[src/rtl/div_arb_pkg.sv]
// Shared state encoding and constants for div_arbiter and its round-robin picker.
package div_arb_pkg;

    typedef enum logic [1:0] {
        S_IDLE  = 2'd0,
        S_ISSUE = 2'd1,
        S_WAIT  = 2'd2,
        S_RESP  = 2'd3
    } arb_state_e;

    // Quotient reported for a zero divisor; truncated to WIDTH at the use site.
    localparam logic [63:0] DBZ_Q = '1;

    function automatic int unsigned wrap_inc(input int unsigned idx, input int unsigned n);
        return (idx + 1 >= n) ? 0 : idx + 1;
    endfunction

endpackage

[src/rtl/div_arb_rr_pick.sv]
// Combinational round-robin picker: first set request at or after ptr, wrapping.
module div_arb_rr_pick
    import div_arb_pkg::*;
#(
    parameter  int unsigned N_REQ = 4,
    localparam int unsigned ID_W  = $clog2(N_REQ)
) (
    input  logic [N_REQ-1:0] req,
    input  logic [ID_W-1:0]  ptr,
    output logic [N_REQ-1:0] gnt_c,
    output logic [ID_W-1:0]  idx_c,
    output logic             any_c
);

    always_comb begin
        logic [ID_W-1:0] j;
        j     = '0;
        gnt_c = '0;
        idx_c = '0;
        any_c = 1'b0;
        for (int unsigned i = 0; i < N_REQ; i++) begin
            j = ID_W'((32'(ptr) + i) % N_REQ);
            if (!any_c && req[j]) begin
                any_c    = 1'b1;
                gnt_c[j] = 1'b1;
                idx_c    = j;
            end
        end
    end

endmodule

[src/rtl/div_arbiter.sv]
// Round-robin arbiter sharing one iterative divider among N_REQ clients; divide-by-zero answered locally.
// Optional WAIT timeout abort enabled by defining DIV_ARB_TIMEOUT_EN.
module div_arbiter
    import div_arb_pkg::*;
#(
    parameter  int unsigned N_REQ   = 4,
    parameter  int unsigned WIDTH   = 8,
    parameter  int unsigned TIMEOUT = 64,
    localparam int unsigned ID_W    = $clog2(N_REQ)
) (
    input  logic                   clk,
    input  logic                   rst,
    input  logic [N_REQ-1:0]       req,
    input  logic [N_REQ*WIDTH-1:0] a_in,
    input  logic [N_REQ*WIDTH-1:0] b_in,
    output logic [N_REQ-1:0]       gnt,
    output logic                   rsp_valid,
    output logic [ID_W-1:0]        rsp_id,
    output logic [WIDTH-1:0]       rsp_q,
    output logic [WIDTH-1:0]       rsp_r,
    output logic                   rsp_dbz,
    output logic                   rsp_err,
    output logic                   div_en,
    output logic [WIDTH-1:0]       div_a,
    output logic [WIDTH-1:0]       div_b,
    input  logic [WIDTH-1:0]       div_q,
    input  logic [WIDTH-1:0]       div_r,
    input  logic                   div_valid
);

    arb_state_e       state_q, state_d;
    logic [ID_W-1:0]  rr_ptr_q, rr_ptr_d;
    logic [ID_W-1:0]  id_q, id_d;
    logic [WIDTH-1:0] a_q, a_d, b_q, b_d;
    logic             div_en_q, div_en_d;
    logic             rsp_valid_q, rsp_valid_d;
    logic [ID_W-1:0]  rsp_id_q, rsp_id_d;
    logic [WIDTH-1:0] rsp_quo_q, rsp_quo_d, rsp_rem_q, rsp_rem_d;
    logic             rsp_dbz_q, rsp_dbz_d, rsp_err_q, rsp_err_d;
    logic [N_REQ-1:0] gnt_c, pick_gnt_c;
    logic [ID_W-1:0]  pick_idx_c;
    logic             pick_any_c;
    logic [WIDTH-1:0] a_sel_c, b_sel_c;
    logic             timeout_c;

`ifdef DIV_ARB_TIMEOUT_EN
    localparam int unsigned CNT_W = $clog2(TIMEOUT + 1);
    logic [CNT_W-1:0] wait_cnt_q, wait_cnt_d;
    // Fires on the last of TIMEOUT WAIT cycles so the response lands TIMEOUT cycles after entry.
    assign timeout_c = (wait_cnt_q == CNT_W'(TIMEOUT - 1));
`else
    assign timeout_c = 1'b0;
`endif

    div_arb_rr_pick #(.N_REQ(N_REQ)) u_pick (
        .req   (req),
        .ptr   (rr_ptr_q),
        .gnt_c (pick_gnt_c),
        .idx_c (pick_idx_c),
        .any_c (pick_any_c)
    );

    // One-hot operand mux driven by the picker.
    always_comb begin
        a_sel_c = '0;
        b_sel_c = '0;
        for (int unsigned i = 0; i < N_REQ; i++) begin
            if (pick_gnt_c[i]) begin
                a_sel_c = a_in[i*WIDTH +: WIDTH];
                b_sel_c = b_in[i*WIDTH +: WIDTH];
            end
        end
    end

    always_comb begin
        state_d     = state_q;
        rr_ptr_d    = rr_ptr_q;
        id_d        = id_q;
        a_d         = a_q;
        b_d         = b_q;
        div_en_d    = 1'b0;
        rsp_valid_d = 1'b0;
        rsp_id_d    = rsp_id_q;
        rsp_quo_d   = rsp_quo_q;
        rsp_rem_d   = rsp_rem_q;
        rsp_dbz_d   = rsp_dbz_q;
        rsp_err_d   = rsp_err_q;
        gnt_c       = '0;
`ifdef DIV_ARB_TIMEOUT_EN
        wait_cnt_d  = wait_cnt_q;
`endif
        case (state_q)
            S_IDLE: begin
                if (pick_any_c && !rst) begin
                    gnt_c = pick_gnt_c;
                    id_d  = pick_idx_c;
                    a_d   = a_sel_c;
                    b_d   = b_sel_c;
                    if (b_sel_c == '0) begin
                        state_d     = S_RESP;
                        rsp_valid_d = 1'b1;
                        rsp_id_d    = pick_idx_c;
                        rsp_quo_d   = WIDTH'(DBZ_Q);
                        rsp_rem_d   = a_sel_c;
                        rsp_dbz_d   = 1'b1;
                        rsp_err_d   = 1'b0;
                    end else begin
                        state_d  = S_ISSUE;
                        div_en_d = 1'b1;
                    end
                end
            end
            S_ISSUE: begin
                state_d = S_WAIT;
`ifdef DIV_ARB_TIMEOUT_EN
                wait_cnt_d = '0;
`endif
            end
            S_WAIT: begin
                // A result arriving on the timeout cycle takes priority over the abort.
                if (div_valid) begin
                    state_d     = S_RESP;
                    rsp_valid_d = 1'b1;
                    rsp_id_d    = id_q;
                    rsp_quo_d   = div_q;
                    rsp_rem_d   = div_r;
                    rsp_dbz_d   = 1'b0;
                    rsp_err_d   = 1'b0;
                end else if (timeout_c) begin
                    state_d     = S_RESP;
                    rsp_valid_d = 1'b1;
                    rsp_id_d    = id_q;
                    rsp_quo_d   = '0;
                    rsp_rem_d   = '0;
                    rsp_dbz_d   = 1'b0;
                    rsp_err_d   = 1'b1;
                end
`ifdef DIV_ARB_TIMEOUT_EN
                else begin
                    wait_cnt_d = wait_cnt_q + CNT_W'(1);
                end
`endif
            end
            S_RESP: begin
                rr_ptr_d = ID_W'(wrap_inc(32'(id_q), N_REQ));
                state_d  = S_IDLE;
            end
            default: state_d = S_IDLE;
        endcase
    end

    always_ff @(posedge clk) begin
        if (rst) begin
            state_q     <= S_IDLE;
            rr_ptr_q    <= '0;
            id_q        <= '0;
            a_q         <= '0;
            b_q         <= '0;
            div_en_q    <= 1'b0;
            rsp_valid_q <= 1'b0;
            rsp_id_q    <= '0;
            rsp_quo_q   <= '0;
            rsp_rem_q   <= '0;
            rsp_dbz_q   <= 1'b0;
            rsp_err_q   <= 1'b0;
`ifdef DIV_ARB_TIMEOUT_EN
            wait_cnt_q  <= '0;
`endif
        end else begin
            state_q     <= state_d;
            rr_ptr_q    <= rr_ptr_d;
            id_q        <= id_d;
            a_q         <= a_d;
            b_q         <= b_d;
            div_en_q    <= div_en_d;
            rsp_valid_q <= rsp_valid_d;
            rsp_id_q    <= rsp_id_d;
            rsp_quo_q   <= rsp_quo_d;
            rsp_rem_q   <= rsp_rem_d;
            rsp_dbz_q   <= rsp_dbz_d;
            rsp_err_q   <= rsp_err_d;
`ifdef DIV_ARB_TIMEOUT_EN
            wait_cnt_q  <= wait_cnt_d;
`endif
        end
    end

    assign gnt       = gnt_c;
    assign rsp_valid = rsp_valid_q;
    assign rsp_id    = rsp_id_q;
    assign rsp_q     = rsp_quo_q;
    assign rsp_r     = rsp_rem_q;
    assign rsp_dbz   = rsp_dbz_q;
    assign rsp_err   = rsp_err_q;
    assign div_en    = div_en_q;
    assign div_a     = a_q;
    assign div_b     = b_q;

endmodule
[config.mk]
export PLATFORM = sky130hd
export DESIGN_NAME = div_arbiter
export DESIGN_NICKNAME = d
export VERILOG_FILES = /design/src/rtl/div_arb_pkg.sv /design/src/rtl/div_arb_rr_pick.sv /design/src/rtl/div_arbiter.sv
export SDC_FILE = /design/constraint.sdc
export NUM_CORES = 1
export LEC_CHECK = 0
export BUFFER_PORTS_ARGS = -buffer_cell sky130_fd_sc_hd__clkbuf_2
export CAP_MARGIN = 10
export CORE_AREA = 2 2 82 76
export CTS_CLUSTER_SIZE = 16
export DETAILED_ROUTE_END_ITERATION = 7
export DIE_AREA = 0 0 84 78
export GPL_TIMING_DRIVEN = 0
export PLACE_DENSITY = 0.87
export SLEW_MARGIN = 20
export SYNTH_ARGS = -nofsm -noshare
export SYNTH_HDL_FRONTEND = slang
export SYNTH_HIERARCHICAL = 1
export SYNTH_SLANG_ARGS = --single-unit
[constraint.sdc]
create_clock -name clk -period 8.1 [get_ports clk]
set_input_delay 1.62 -clock clk [delete_from_list [all_inputs] [get_ports clk]]
set_output_delay 1.62 -clock clk [all_outputs]
set_load 0.01 [all_outputs]
## Word-level counts from Yosys, hierarchy flattened

Cells that the tools add are included.

| word-level totals | value |
|---|---|
| register bits | 44 |
| input port bits | 87 |
| output and inout port bits | 42 |
| logic and storage cells | 122 |

| operators by class | value |
|---|---|
| add/sub/neg operators | 4 |
| $lt $le $gt $ge | 9 |
| equal/unequal tests | 6 |
| multiplexer cells | 67 |
| bitwise operators | 5 |
| reductions and logical operators | 19 |

Operator list:

| cell | count |
|---|---|
| $mux 8 | 14 |
| $pmux 8 s2 | 2 |
| $mux 4 | 6 |
| $mux 2 | 11 |
| $mux 1 | 21 |
| $lt 2x3->1 const B | 4 |
| $or 4x4->4 | 3 |
| $bmux 1 s2 | 4 |
| $demux 1 s2 | 4 |
| $ge 2x1->1 const B | 4 |
| $logic_and 1x1->1 | 8 |
| $logic_not 8->1 | 1 |
| $pmux 2 s4 | 1 |
| $ne 2x2->1 const B | 3 |
| $pmux 1 s2 | 3 |
| $add 2x2->2 const B | 2 |
| $eq 2x2->1 const B | 2 |
| $logic_not 1->1 | 4 |
| $pmux 2 s2 | 1 |
| $reduce_and 2->1 | 2 |
| $reduce_and 4->1 | 1 |
| $add 2x1->3 const B | 1 |
| $ge 3x3->1 const B | 1 |
| $reduce_or 3->1 | 1 |
| other kinds (5) | 6 |

## Depth between registers and ports, before layout

Gate-level depths: netlist of run 1.

| depth | value |
|---|---|
| word-level depth | 20 |
| depth in mapped cells | 17 |
| gate-level depth less buffers | 12 |

## By module

The synthesis of run 1 kept the hierarchy.

By module, submodules not included:

| module | times used | cells each | area an instance (µm²) | seq. area each (µm²) |
|---|---|---|---|---|
| div_arbiter | 1 | 275 | 2,381.0 | 860.8 |
| div_arb_rr_pick | 1 | 45 | 419.2 | 0.0 |

## Least setup slack after synthesis of run 1

OpenSTA, ideal clock, no wires.

| path | value |
|---|---|
| path type | input -> output |
| start point | in req[2] |
| end point | out gnt[3] |
| arrival time | 3.524 ns |
| data required time | 6.480 ns |
| slack | 2.956 ns |
| stages | 8 |
| path buffers | 2 |
| cell sequence | mux4_2 -> buf_6 -> and2b_2 -> a22oi_1 -> o21ai_0 -> clkinv_1 -> buf_1 -> nor2_1 |

| on the way | value |
|---|---|
| elaborated cells on any way between the ends | 28 |
| classes of those cells | mux (18); bitwise (3); reduce/logical (7) |

RTL lines:

| what | line | source |
|---|---|---|
| from (decl) | div_arbiter.sv:13 | `input logic [N_REQ-1:0] req,` |
| $bmux 1 s2 | div_arb_rr_pick.sv:23 | `if (!any_c && req[j]) begin` |
| $mux 1 (implied by the code) | div_arb_rr_pick.sv:23 |  |
| $mux 1 | div_arb_rr_pick.sv:23 |  |
| $logic_not 1->1 | div_arb_rr_pick.sv:23 |  |
| $logic_and 1x1->1 | div_arb_rr_pick.sv:23 |  |
| $mux 1 | div_arb_rr_pick.sv:23 |  |
| $logic_not 1->1 | div_arb_rr_pick.sv:23 |  |
| $logic_and 1x1->1 | div_arb_rr_pick.sv:23 |  |
| $mux 1 | div_arb_rr_pick.sv:23 |  |
| $logic_not 1->1 | div_arb_rr_pick.sv:23 |  |
| $logic_and 1x1->1 | div_arb_rr_pick.sv:23 |  |
| $mux 4 * | div_arb_rr_pick.sv:23 |  |
| net pick_gnt_c[3] | div_arbiter.sv:40 | `logic [N_REQ-1:0] gnt_c, pick_gnt_c;` |
| $mux 4 * | div_arbiter.sv:94 | `if (pick_any_c && !rst) begin` |
| $mux 4 * | div_arbiter.sv:92 | `case (state_q)` |
| to (decl) | div_arbiter.sv:16 | `output logic [N_REQ-1:0] gnt,` |

The timed path passes the listed nets; every way through them passes the cells marked *. The select of a mux whose other input is x is not followed.

## Worst setup path after layout of run 1

| path | value |
|---|---|
| start point | in req[3] |
| end point | out gnt[3] |

Same word-level chain as after synthesis.

==> results of run 1 <==
-- logic make-up (layout without fill, tap and decap cells) --
kind of cell             after synthesis  in the layout
multiplexers                          12             12
adder cells (fa/ha/maj)                9              9
AO/OA/AOI/OAI                        124            124
buffers and inverters                 39            173
other                                  1              1
AND/OR/NAND/NOR                       92             92
flip-flops                            43             43
-- worst min-delay path, cell delays in order (launching register included) --
cell                       delay [ns]
sky130_fd_sc_hd__dfxtp_1         0.32
sky130_fd_sc_hd__nand3b_1        0.07
sky130_fd_sc_hd__nand2_1         0.05
-- power breakdown --
group          total (uW)  internal [uW]  switching (uW)
logic                 704            271             433
registers             342            292            50.2
clock network         137           60.3            76.3
-- through the flow --
stage / power, uW / cells
3_3_place_gp: 1010 / 516
4_1_cts: 1180 / 524
5_1_grt: 1270 / 524
2_1_floorplan: 817 / 320
3_5_place_dp: 1040 / 516
6_report: 1180 / 524
-- area by class of cell --
class                   instances  area [sq um]  area share (%)
repair buffers                126           631            17.5
clock inverters                 2          12.5           0.347
clock buffers                   6          72.6            2.01
inverters                       9          33.8           0.937
multi-input cells             238          1750            48.5
flip-flops and latches         43           861            23.9
well taps                      70          87.6            2.43
plain buffers                  30           158            4.37
-- worst paths after layout --
path / end / cells past startpoint / slack (ns)
worst max-delay path: gnt[3] / 10 / 2.39
worst min-delay path: div_a[2] / 2 / 0.48
worst max register to register: rsp_q[2] / 15 / 3.56
worst min register to register: div_a[2] / 2 / 0.48
-- state kept, by name (all words and copies together), names as in the netlist --
name       cells
rsp_q          8
div_a          8
rr_ptr_q       2
rsp_id         2
state_q        2
rsp_valid      1
rsp_dbz        1
id_q           2
rsp_r          8
div_en         1
div_b          8
-- cell usage in the layout, fill, tap and decap left out, types with 4 or more instances in the layout --
master / instances
sky130_fd_sc_hd__clkbuf_2: 126
sky130_fd_sc_hd__dfxtp_1: 43
sky130_fd_sc_hd__nand3b_1: 27
sky130_fd_sc_hd__o31ai_1: 23
sky130_fd_sc_hd__nor2_1: 20
sky130_fd_sc_hd__clkbuf_1: 19
sky130_fd_sc_hd__o22ai_1: 19
sky130_fd_sc_hd__nand2_1: 18
sky130_fd_sc_hd__a22oi_1: 18
sky130_fd_sc_hd__a221oi_1: 14
sky130_fd_sc_hd__nand3_1: 11
sky130_fd_sc_hd__a21oi_1: 9
sky130_fd_sc_hd__a211oi_1: 9
sky130_fd_sc_hd__a31oi_1: 9
sky130_fd_sc_hd__ha_1: 9
sky130_fd_sc_hd__inv_1: 8
sky130_fd_sc_hd__o21ai_0: 8
sky130_fd_sc_hd__buf_6: 5
sky130_fd_sc_hd__mux2_2: 5
sky130_fd_sc_hd__clkbuf_8: 5
sky130_fd_sc_hd__nand2b_1: 4
-- routing by layer --
layer | global-route usage [%] | vias up | wire (um)
li1 | - | 1510 | -
met1 | 32.9 | 1516 | 3620
met2 | 48.5 | 160 | 4340
met3 | 4.68 | 21 | 643
met4 | 9.68 | 0 | 218
met5 | 0 | - | 0
==> results.json, run 1 <==
{
  "outcome": "completed",
  "syn_inst": 320,
  "synth_top_cells_by_count": "43 x sky130_fd_sc_hd__dfxtp_1, 27 x sky130_fd_sc_hd__nand3b_1, 23 x sky130_fd_sc_hd__o31ai_1, 20 x sky130_fd_sc_hd__nor2_1, 19 x sky130_fd_sc_hd__o22ai_1",
  "clock_path_buffers": 2,
  "numClockSinks": 43,
  "layout.cell_area.non_filler_sq_mm": 0.00360,
  "synth-simple-area-share_pct": 18.8,
  "postLayoutSetupSlackWorst_ns": 2.39,
  "1st_iter_drt_viols": 305,
  "synth.area.mux_share_pct": 6.57,
  "cp.required_ns": 6.48,
  "critPathMaxFanout": 10,
  "setup_violations": 0,
  "io-pin-count": 129,
  "synth.top_cells.by_area": "sky130_fd_sc_hd__dfxtp_1 31%, sky130_fd_sc_hd__nand3b_1 7.2%, sky130_fd_sc_hd__o31ai_1 6.2%, sky130_fd_sc_hd__a22oi_1 4.8%, sky130_fd_sc_hd__a221oi_1 4.4%",
  "drv_slew": 0,
  "p_leak_uw": 0.00150,
  "drtAntennaViolNets": 0,
  "utilization_pct": 64.0,
  "synth_top_family_by_area": "compound AO/OA/AOI/OAI gates",
  "critical_path.slowest_cell": "sky130_fd_sc_hd__mux4_2",
  "crit_path_frequent_cell": "sky130_fd_sc_hd__clkbuf_2",
  "synth_area_in_xor_xnor_pct": 0,
  "detail_route.wirelength_mm": 8.82,
  "number_of_vias_per_cell_after_detailed_routing": 6.12,
  "synth.largest_area_cell": "sky130_fd_sc_hd__dfxtp_1",
  "ctsHtreeMaxLevel": 2,
  "detailroute.via_count": 3207,
  "timing.max_slew.rel_slack_pct": 51.8,
  "pre_cts_ws_ns": 2.40,
  "critical_path.top_delay_family": "buffers and inverters",
  "cellPowerDensity_mw_per_mm2": 328,
  "cts.clk_slew.worst_paths_ns": 0.08,
  "die_width_um": 84,
  "post_route_cells_drive_above_1_share_pct": 35.2,
  "critical_path_class": "primary input to primary output",
  "grtUsageTotal_pct": 27.2,
  "detail_route.drc_violations": 0,
  "std_cell_rows": 26,
  "die_span_y_um": 78,
  "drt_pass1_iterations": 5,
  "clkLatencyLatePin_ns": 0.30,
  "antenna_found_initial": 0,
  "synth_async_sr_flop_share_pct": 0,
  "synth_edf_count": 0,
  "layout.nets": 549,
  "fillCellCount": 471,
  "ir_worst_vdd_uv": 176,
  "cts.repair_timing.setup_buffer_count": 0,
  "hold_path.class": "flop to flop",
  "start_kind": "primary input",
  "placed_cell_area_sq_mm": 0.00352,
  "synth_compound_area_share_pct": 32.9,
  "tns_ns": 0,
  "data_arrival_critical_path_ns": 4.09,
  "syn-cell-area_sq_mm": 0.00280,
  "fmax_mhz": 175,
  "slew_worst_pin_ns": 0.721,
  "cap_violations": 0,
  "post_cts_resized": 0,
  "core_outline_area_sq_mm": 0.00563,
  "synth_most_common_cell": "sky130_fd_sc_hd__dfxtp_1",
  "min-delay-start": "div_a[2]",
  "grt_max_degree": 14,
  "die-area_sq_mm": 0.00655,
  "synth_ff_type": "sky130_fd_sc_hd__dfxtp_1",
  "n_antenna_cell": 0,
  "path_buf_inv": 5,
  "cp_cell_sequence": "clkbuf_2, mux4_2, buf_6, and2b_2, a22oi_1, o21ai_0, clkinv_1, buf_1, nor2_1, clkbuf_2",
  "initial_core_util_pct": 49.8,
  "place.detailed.hpwl_mm": 6.90,
  "timing.final.crit_share_pct": 70.5,
  "unrepaired_setup_endpoints_after_global_routing": "no",
  "fin_crit_ns": 5.71,
  "global_route_wire_length_before_repair_mm": 14.4,
  "cts_hold_buf": 0,
  "regToRegStartpoint": "rr_ptr_q[1]",
  "ys_ff_latch": 43,
  "yosys.area_share.adder_pct": 4.02,
  "final-hold-violation-count": 0,
  "synthDominantCellAreaShare_pct": 30.7,
  "clock_tree_root_driver_cell": "sky130_fd_sc_hd__clkbuf_8",
  "synth_seq_area_share_pct": 30.7,
  "timing.critical_path.slowest_cell_delay_ns": 0.47,
  "number_of_global_route_vias_before_repair": 3074,
  "netlist-cell-type-count": 47,
  "tritoncts_clock_tree": "yes",
  "syn2layout_area_growth_pct": 28.7,
  "post_synth.cell_area_avg_sq_um": 8.75,
  "placement.io_buffers": 126,
  "hold-worst-slack_ns": 0.478,
  "wl_per_cell_um": 16.8,
  "yosys_warnings": 6,
  "worstSetupStartpoint": "req[3]",
  "cts_made_buffers": 5,
  "grt_overflow_total": 0,
  "gp_routability_congestion": 0.899,
  "synthesis.nets": 416,
  "finClkSkew_ns": 0.00413,
  "timing.critical_path.to_type": "primary output"
}
No activity file was read; power rests on OpenSTA's default activity.
==> run 2: changes to the inputs <==
CORE_AREA = 2 2 89 82   (was 2 2 82 76)
DIE_AREA = 0 0 91 84   (was 0 0 84 78)
PLACE_DENSITY = 0.79   (was 0.87)
clock period = 4.9 ns   (was 8.1 ns; I/O delays follow)
==> run 2 against run 1 <==
Flip-flop and latch count did not move. Clock-buffer cell count is the same. Critical path depth up 1. Worst hold slack improved by 0.013 ns. Via count shrank 2.2%. Critical endpoint unchanged. Design area rose by 2.1%. Setup slack got worse by 2.1 ns.
==> results.json, run 2 (same netlist as run 1, synthesis figures left out) <==
{
  "tns_ns": 0,
  "syn2layout_area_growth_pct": 31.4,
  "finClkSkew_ns": 0.00499,
  "core_outline_area_sq_mm": 0.00682,
  "cp_cell_sequence": "inv_1, ha_1, mux4_2, buf_6, and2b_2, a22oi_1, o21ai_0, clkinv_1, buf_1, nor2_1, clkbuf_2",
  "cts.clk_slew.worst_paths_ns": 0.08,
  "start_kind": "flop",
  "die-area_sq_mm": 0.00764,
  "drtAntennaViolNets": 0,
  "data_arrival_critical_path_ns": 3.60,
  "grtUsageTotal_pct": 22.8,
  "post_route_cells_drive_above_1_share_pct": 35.7,
  "postLayoutSetupSlackWorst_ns": 0.317,
  "1st_iter_drt_viols": 238,
  "layout.nets": 551,
  "timing.critical_path.to_type": "primary output",
  "detailroute.via_count": 3136,
  "global_route_wire_length_before_repair_mm": 14.4,
  "timing.max_slew.rel_slack_pct": 54.5,
  "cts_hold_buf": 0,
  "detail_route.drc_violations": 0,
  "numClockSinks": 43,
  "tritoncts_clock_tree": "yes",
  "clock_path_buffers": 2,
  "layout.area.seq_sq_um": 861,
  "drt_pass1_iterations": 4,
  "critPathMaxFanout": 10,
  "placement.io_buffers": 126,
  "initial_core_util_pct": 41.0,
  "critical_path.slowest_cell": "sky130_fd_sc_hd__dfxtp_1",
  "fmax_mhz": 218,
  "path_buf_inv": 5,
  "die_span_y_um": 84,
  "final-hold-violation-count": 0,
  "total_chip_power_uw": 2040,
  "layout_common_cells": "126 x sky130_fd_sc_hd__clkbuf_2, 43 x sky130_fd_sc_hd__dfxtp_1, 27 x sky130_fd_sc_hd__nand3b_1",
  "number_of_global_route_vias_before_repair": 2979,
  "outcome": "completed",
  "unrepaired_setup_endpoints_after_global_routing": "no",
  "antenna_found_initial": 0,
  "place.detailed.hpwl_mm": 7.00,
  "fin_crit_ns": 4.58,
  "detail_route.wirelength_mm": 9.05,
  "std_cell_rows": 29,
  "ctsHtreeMaxLevel": 2,
  "clkLatencyLatePin_ns": 0.30,
  "grt_overflow_total": 0,
  "layout.cells.most_common": "sky130_fd_sc_hd__clkbuf_2",
  "critical_path_class": "flop to primary output",
  "fillCellCount": 663,
  "io-pin-count": 129,
  "die_width_um": 91,
  "clock_tree_root_driver_cell": "sky130_fd_sc_hd__clkbuf_8",
  "gp_routability_congestion": 0.831,
  "post_cts_resized": 0,
  "timing.critical_path.slowest_cell_delay_ns": 0.52,
  "min-delay-start": "rsp_dbz",
  "regToRegStartpoint": "rr_ptr_q[1]",
  "footprint_of_the_multi_input_gates_sq_mm": 0.00175,
  "cts.repair_timing.setup_buffer_count": 0,
  "p_leak_uw": 0.00153,
  "drv_slew": 0,
  "ir_worst_vdd_uv": 214,
  "hold_path.class": "flop to flop",
  "n_antenna_cell": 0,
  "cap_violations": 0,
  "pre_cts_ws_ns": 0.139,
  "slew_worst_pin_ns": 0.680,
  "timing.final.crit_share_pct": 93.5,
  "number_of_vias_per_cell_after_detailed_routing": 5.71,
  "grt_max_degree": 14,
  "setup_violations": 0,
  "cellPowerDensity_mw_per_mm2": 554,
  "cp.required_ns": 3.92,
  "cts_made_buffers": 5,
  "worstSetupStartpoint": "rr_ptr_q[1]",
  "wl_per_cell_um": 16.5,
  "critical_path.top_delay_family": "buffers and inverters"
}
[run 2: area by class of cell]
type                    instances  share of cell area (%)
repair buffers                128                    17.5
clock inverters                 2                   0.952
plain buffers                  30                    4.28
inverters                       9                   0.918
multi-input cells             238                    47.5
well taps                      93                    3.16
flip-flops and latches         43                    23.4
clock buffers                   6                    2.24
[run 2: final timing paths]
kind / endpoint / slack, ns / depth (start not counted)
worst max-delay path: gnt[3] / 0.32 / 11
worst min-delay path: rsp_dbz / 0.49 / 2
worst max register to register: rsp_q[2] / 0.36 / 16
worst min register to register: rsp_dbz / 0.49 / 2
[run 2: routing by layer]
metal / track usage, % / share of wire [%] / vias up
met4: 5.92 / 1.4 / 0
li1: - / - / 1518
met5: 0 / 0 / -
met2: 39.3 / 49 / 126
met3: 4.79 / 7.3 / 12
met1: 28.9 / 42 / 1480
[run 2: worst min-delay path, delay by kind of cell, from the launching register on]
| family | cells | cell delay [ns] |
|---|---|---|
| flip-flops | 1 | 0.32 |
| AO/OA/AOI/OAI | 1 | 0.06 |
| AND/OR/NAND/NOR | 1 | 0.06 |
[run 2: power by group]
part / switching (uW) / internal (uW) / total (uW)
clock: 125 / 165 / 290
sequential: 84.2 / 482 / 566
combinational: 719 / 463 / 1180
[run 2: per-stage QoR]
stage / hold WS [ns] / std cells / area [sq um] / utilization [%]
2_1_floorplan: 0.476 / 320 / 2800 / -
3_3_place_gp: 0.472 / 539 / 3550 / 52.0
3_5_place_dp: 0.474 / 539 / 3550 / 52.0
4_1_cts: 0.492 / 547 / 3660 / 53.7
5_1_grt: 0.506 / 549 / 3680 / 53.9
6_report: 0.491 / 549 / 3680 / 53.9
